`src/rtl/scenario_pkg.sv`:
```
// Shared types for the firing-sequence core: FSM state codes (also the
// externally visible state byte) and the scenario selector.
package scenario_pkg;

    localparam int CNT_W_DEFAULT = 32;

    typedef enum logic [7:0] {
        ST_IDLE        = 8'h00,
        ST_WAIT_FG     = 8'h02,
        ST_FG_DELAY    = 8'h03,
        ST_WAIT_DET    = 8'h04,
        ST_WAIT_PHASE  = 8'h05,
        ST_PHASE_DELAY = 8'h06,
        ST_DETONATE    = 8'h07,
        ST_WAIT_WIRE   = 8'h08,
        ST_TRIGGER     = 8'h09,
        ST_DONE        = 8'h0A,
        ST_TIMEOUT     = 8'hFF
    } state_e;

    typedef enum logic [2:0] {
        SCN_OFF       = 3'd0,
        SCN_DIRECT    = 3'd1,
        SCN_FAST_GATE = 3'd2,
        SCN_PHASE     = 3'd3
    } scenario_e;

    // Codes 4..7 are reserved and behave as "off".
    function automatic scenario_e decode_scn(input logic [2:0] ctl);
        return (ctl > 3'd3) ? SCN_OFF : scenario_e'(ctl);
    endfunction

endpackage

```
`src/rtl/input_sync_edge.sv`:
```
// Multi-flop synchronizer for one asynchronous pin, with a rising-edge strobe
// derived from the synchronized level.
module input_sync_edge #(
    parameter int SYNC_STAGES = 2
) (
    input  logic i_clk,
    input  logic i_rst_n,
    input  logic i_async,
    output logic o_level,
    output logic o_rise
);

    logic [SYNC_STAGES-1:0] r_sync;
    logic                   r_prev;

    always_ff @(posedge i_clk) begin
        if (!i_rst_n) begin
            r_sync <= '0;
            r_prev <= 1'b0;
        end else begin
            r_sync[0] <= i_async;
            for (int i = 1; i < SYNC_STAGES; i++) r_sync[i] <= r_sync[i-1];
            r_prev <= r_sync[SYNC_STAGES-1];
        end
    end

    assign o_level = r_sync[SYNC_STAGES-1];
    assign o_rise  = r_sync[SYNC_STAGES-1] & ~r_prev;

endmodule

```
`src/rtl/scenario_mux.sv`:
```
// Firing-sequence core: picks a scenario, walks start / fast-gate / detector /
// phase conditions, then emits a timed detonation and a wire-triggered pulse.
module scenario_mux
    import scenario_pkg::*;
#(
    parameter int CNT_W       = CNT_W_DEFAULT,
    parameter int SYNC_STAGES = 2
) (
    input  logic             clock_reg_input,
    input  logic             reset_reg_input,
    input  logic [2:0]       control_reg_input,
    input  logic             start_reg_input,
    input  logic             fg_reg_input,
    input  logic             phase_reg_input,
    input  logic             wire_reg_input,
    input  logic             detector_ready_reg_input,
    input  logic [CNT_W-1:0] fg_open_delay_reg_input,
    input  logic [CNT_W-1:0] detectr_ready_timeout_reg_input,
    input  logic [CNT_W-1:0] phase_shift_reg_input,
    input  logic [CNT_W-1:0] detonate_len_reg_input,
    input  logic [CNT_W-1:0] trigger_len_reg_input,
    output logic             detonation_signal_reg_output,
    output logic             trigger_reg_output,
    output logic [7:0]       scenario_state_reg_output,
    output logic [CNT_W-1:0] counter_reg_output,
    output logic [2:0]       scenario_reg_output
);

    localparam int N_IN = 5;

    logic [N_IN-1:0] w_async, w_lvl, w_rise;
    logic            w_unused;
    scenario_e       w_scn_ctl;

    state_e          r_state;
    scenario_e       r_scn;
    logic [CNT_W-1:0] r_cnt;
    logic            r_det, r_trig;

    // Bit order: start, fg, phase, wire, detector_ready.
    assign w_async = {detector_ready_reg_input, wire_reg_input, phase_reg_input,
                      fg_reg_input, start_reg_input};

    for (genvar g = 0; g < N_IN; g++) begin : g_sync
        input_sync_edge #(.SYNC_STAGES(SYNC_STAGES)) u_sync (
            .i_clk   (clock_reg_input),
            .i_rst_n (reset_reg_input),
            .i_async (w_async[g]),
            .o_level (w_lvl[g]),
            .o_rise  (w_rise[g])
        );
    end

    assign w_unused  = &{1'b0, w_rise[4], w_lvl[3:1]};
    assign w_scn_ctl = decode_scn(control_reg_input);

    // True on the final cycle of a timed state; a length of 0 still lasts one cycle.
    function automatic logic last_cycle(input logic [CNT_W-1:0] cnt,
                                        input logic [CNT_W-1:0] len);
        return (len <= CNT_W'(1)) || (cnt >= len - CNT_W'(1));
    endfunction

    always_ff @(posedge clock_reg_input) begin
        if (!reset_reg_input) begin
            r_state <= ST_IDLE;
            r_scn   <= SCN_OFF;
            r_cnt   <= '0;
            r_det   <= 1'b0;
            r_trig  <= 1'b0;
        end else begin
            r_cnt <= (&r_cnt) ? r_cnt : r_cnt + CNT_W'(1);
            case (r_state)
                ST_IDLE: begin
                    r_cnt <= '0;
                    r_scn <= w_scn_ctl;
                    if (w_rise[0] && (w_scn_ctl == SCN_DIRECT)) begin
                        r_state <= ST_DETONATE;
                        r_det   <= 1'b1;
                    end else if (w_rise[0] && (w_scn_ctl != SCN_OFF)) begin
                        r_state <= ST_WAIT_FG;
                    end
                end
                ST_WAIT_FG: if (w_rise[1]) begin
                    r_state <= ST_FG_DELAY;
                    r_cnt   <= '0;
                end
                ST_FG_DELAY: if (last_cycle(r_cnt, fg_open_delay_reg_input)) begin
                    r_state <= ST_WAIT_DET;
                    r_cnt   <= '0;
                end
                ST_WAIT_DET: begin
                    // Ready is checked first so it wins over a coincident timeout.
                    if (w_lvl[4]) begin
                        r_cnt <= '0;
                        if (r_scn == SCN_PHASE) begin
                            r_state <= ST_WAIT_PHASE;
                        end else begin
                            r_state <= ST_DETONATE;
                            r_det   <= 1'b1;
                        end
                    end else if ((detectr_ready_timeout_reg_input != '0) &&
                                 (r_cnt >= detectr_ready_timeout_reg_input - CNT_W'(1))) begin
                        r_state <= ST_TIMEOUT;
                        r_cnt   <= '0;
                    end
                end
                ST_WAIT_PHASE: if (w_rise[2]) begin
                    r_state <= ST_PHASE_DELAY;
                    r_cnt   <= '0;
                end
                ST_PHASE_DELAY: if (last_cycle(r_cnt, phase_shift_reg_input)) begin
                    r_state <= ST_DETONATE;
                    r_cnt   <= '0;
                    r_det   <= 1'b1;
                end
                ST_DETONATE: if (last_cycle(r_cnt, detonate_len_reg_input)) begin
                    r_state <= ST_WAIT_WIRE;
                    r_cnt   <= '0;
                    r_det   <= 1'b0;
                end
                ST_WAIT_WIRE: if (w_rise[3]) begin
                    r_state <= ST_TRIGGER;
                    r_cnt   <= '0;
                    r_trig  <= 1'b1;
                end
                ST_TRIGGER: if (last_cycle(r_cnt, trigger_len_reg_input)) begin
                    r_state <= ST_DONE;
                    r_cnt   <= '0;
                    r_trig  <= 1'b0;
                end
                ST_DONE, ST_TIMEOUT: begin
                    r_cnt <= '0;
                    if (!w_lvl[0]) r_state <= ST_IDLE;
                end
                default: begin
                    r_state <= ST_IDLE;
                    r_cnt   <= '0;
                    r_det   <= 1'b0;
                    r_trig  <= 1'b0;
                end
            endcase
        end
    end

    assign detonation_signal_reg_output = r_det;
    assign trigger_reg_output           = r_trig;
    assign scenario_state_reg_output    = r_state;
    assign counter_reg_output           = r_cnt;
    assign scenario_reg_output          = r_scn;

endmodule

```
`config.mk`:
```
export PLATFORM = sky130hd
export DESIGN_NAME = scenario_mux
export DESIGN_NICKNAME = d
export VERILOG_FILES = /design/src/rtl/scenario_pkg.sv /design/src/rtl/input_sync_edge.sv /design/src/rtl/scenario_mux.sv
export SDC_FILE = /design/constraint.sdc
export NUM_CORES = 1
export LEC_CHECK = 0
export ABC_AREA = 1
export CAP_MARGIN = 10
export CORE_MARGIN = 1.5
export CORE_UTILIZATION = 25
export DETAILED_ROUTE_END_ITERATION = 10
export PLACE_DENSITY = 0.54
export SYNTH_ARGS = -nofsm -noshare
export SYNTH_HDL_FRONTEND = slang
export SYNTH_HIERARCHICAL = 1
export SYNTH_SLANG_ARGS = --single-unit
```
`constraint.sdc`:
```
create_clock -name clock_reg_input -period 5.2 [get_ports clock_reg_input]
set_input_delay 1.56 -clock clock_reg_input [delete_from_list [all_inputs] [get_ports clock_reg_input]]
set_output_delay 1.56 -clock clock_reg_input [all_outputs]
set_load 0.01 [all_outputs]
```
==> impl_metrics.ini <==
[run_status]
status = completed

[floorplanning]
die-height_um = 209
core_region_mm2 = 0.0419
die-width_um = 209
rows = 75
fp.dieArea_mm2 = 0.0436
floorplan.initialDensity = 0.253
floorplan.io_pins = 215

[setup_path]
required_time_reported_for_the_critical_path_endpoint_ns = 5.40
r2r_end = counter_reg_output[1]
worst-path-buf-inv = 7
startpoint_class = primary input
crit_arrival_ns = 5.20
worstReg2RegStart = counter_reg_output[10]
cpPeakStageDelay_ns = 0.47
critical_path_endpoint_category = flip-flop
timing.reg2reg.setup_slack_ns = 2.17
crit_fanout = 7
timing_worst_setup_path_type = primary input to flip-flop
cell_type_of_the_slowest_stage_on_the_worst_timing_path = sky130_fd_sc_hd__clkdlybuf4s50_1
reg2reg_depth = 10
critical_path.most_common_cell = sky130_fd_sc_hd__nand2_1
worst_path_dominant_cell_family = simple AND/OR/NAND/NOR gates

[layout]
design.final.nets = 2366
drive_above_1_share = 0.146
nFillCells = 4482
antenna_cell_count = 0
synthToLayoutAreaGrowth_pct = 41.3
post_layout_nonfiller_instances = 2565
layout_commonest_cell = sky130_fd_sc_hd__nand2_1
layout_common_cells = sky130_fd_sc_hd__nand2_1, sky130_fd_sc_hd__nor2_1, sky130_fd_sc_hd__inv_1, sky130_fd_sc_hd__clkdlybuf4s50_1, sky130_fd_sc_hd__ha_1
utilization = 0.358

[grt]
groute.usage.overall = 0.187
grt_max_degree = 31
grt_first_pass_wirelength_mm = 63.9
antenna_violations_before_repair = 0
grt_pass1_vias = 11700
grt_remaining_overflow = 0

[drt]
via_count = 12000
dr.pass1.iters = 5
drt-total-wl_mm = 42.2
post_drt_wl_per_cell_um = 16.4
route.antenna.remaining_nets = 0
vias_per_cell = 4.67
drt-initial-drc-count = 700
drc = 0

[sta]
hold-worst-slack_ns = 0.414
actual_transition_at_the_worst_max_transition_pin_ns = 0.960
worst_clock_skew_ns = 0.0117
final_sum_of_negative_setup_slack_ns = 0
drv_slew = 0
final_hold_viols = 0
layout_worst_path_cycle_share = 0.961
timing.fmax_ghz = 0.200
setup-violations-final = 0
shortest_clock_period_the_worst_path_allows_after_layout_ns = 5.00
maxSlewHeadroom = 0.359

[hold_path]
hold_path_class = flip-flop to flip-flop
min_delay_path_depth = 2
hold_end = g_sync[4].u_sync/r_sync[1]
min-delay-start = g_sync[4].u_sync/r_sync[0]

[run]
max-cap-violations = 0

[clock_network]
number_of_buffers_created_by_cts = 5
clock_sink_count = 56
root_buffer = sky130_fd_sc_hd__clkbuf_16
insertion_delay_ns = 0.30
clk_pin_slew_worst_paths_ns = 0.08
clock_tree.buffer_depth = 2
tritoncts = done
cts.htree.levels = 2

[yosys]
ys.warnings.count = 6
synth_nets = 2009
synthesis.area_per_instance_um2 = 6.35
syn_area_mm2 = 0.0106
synth_cells = 1668

[placement]
place_inst = 2540
dp_hpwl_mm = 33.3
gp_routability_congestion = 0.920
numPortBuffers = 214

[power]
irDropWorstVdd_uv = 122
power_per_cell_area_mw_per_mm2 = 137
p_leak_nw = 7.24
worst reg2reg max path, delay by kind of cell, from the launching register on:
| kind | cells | cell delay (ns) |
|---|---|---|
| and+or+nand+nor | 7 | 1.50 |
| DFF | 1 | 0.96 |
| buffers and inverters | 3 | 0.50 |
flip-flops by register name, summed over array words and instances (netlist names):
register and flops:
counter_reg_output 32, g_sync.u_sync/r_sync 10, scenario_state_reg_output 5, g_sync.u_sync/r_prev 4, scenario_reg_output 3, detonation_signal_reg_output 1, trigger_reg_output 1
metrics by stage:
stage / area [µm²] / power, W / setup slack, ns
2_1_floorplan: 10600 / 0.00111 / 0.693
3_3_place_gp: 14300 / 0.00155 / -0.304
3_5_place_dp: 14300 / 0.00155 / -0.302
4_1_cts: 14500 / 0.00192 / 0.0204
5_1_grt: 15000 / 0.00220 / -0.0499
6_report: 15000 / 0.00205 / 0.200
power breakdown:
| group | switching [W] | total (W) | internal, W | leakage, nW |
|---|---|---|---|---|
| sequential | 0.0000420 | 0.000500 | 0.000458 | 0.455 |
| clock | 0.000166 | 0.000359 | 0.000193 | 0.0772 |
| combinational | 0.000655 | 0.00119 | 0.000537 | 6.71 |
layout make-up:
type                            count  area, µm²  area share
Tap cell                          539        674      0.0451
Sequential cell                    56       1120      0.0749
Clock buffer                        6        139     0.00928
Timing Repair Buffer              361       3330       0.223
Inverter                          241        905      0.0605
Multi-Input combinational cell   1360       8780       0.587
Clock inverter                      2       13.8    0.000920
layer usage:
metal,wire [µm],global-route usage,vias up
li1,-,-,6148
met1,17600,0.226,5448
met2,21400,0.354,309
met3,2030,0.0156,71
met4,1100,0.0430,0
met5,0,0,-
worst max-delay path by stage:
stage | start | to | slack [ns] | depth (start not counted)
after global routing | detectr_ready_timeout_reg_input[1] | counter_reg_output[25] | -0.05 | 23
after global placement | detectr_ready_timeout_reg_input[2] | counter_reg_output[28] | -0.30 | 24
after detailed placement | detectr_ready_timeout_reg_input[2] | counter_reg_output[30] | -0.30 | 24
after CTS | detectr_ready_timeout_reg_input[2] | counter_reg_output[30] | 0.02 | 24
final | phase_shift_reg_input[0] | counter_reg_output[3] | 0.20 | 25
after floorplan | fg_open_delay_reg_input[0] | counter_reg_output[28] | 0.69 | 22
what timing repair did:
item,CTS,global route
gates resized for setup,0,84
hold buffers,0,0
endpoints found under the setup margin,0,38
setup buffers,0,14
Power figures use the tool's default switching activity.
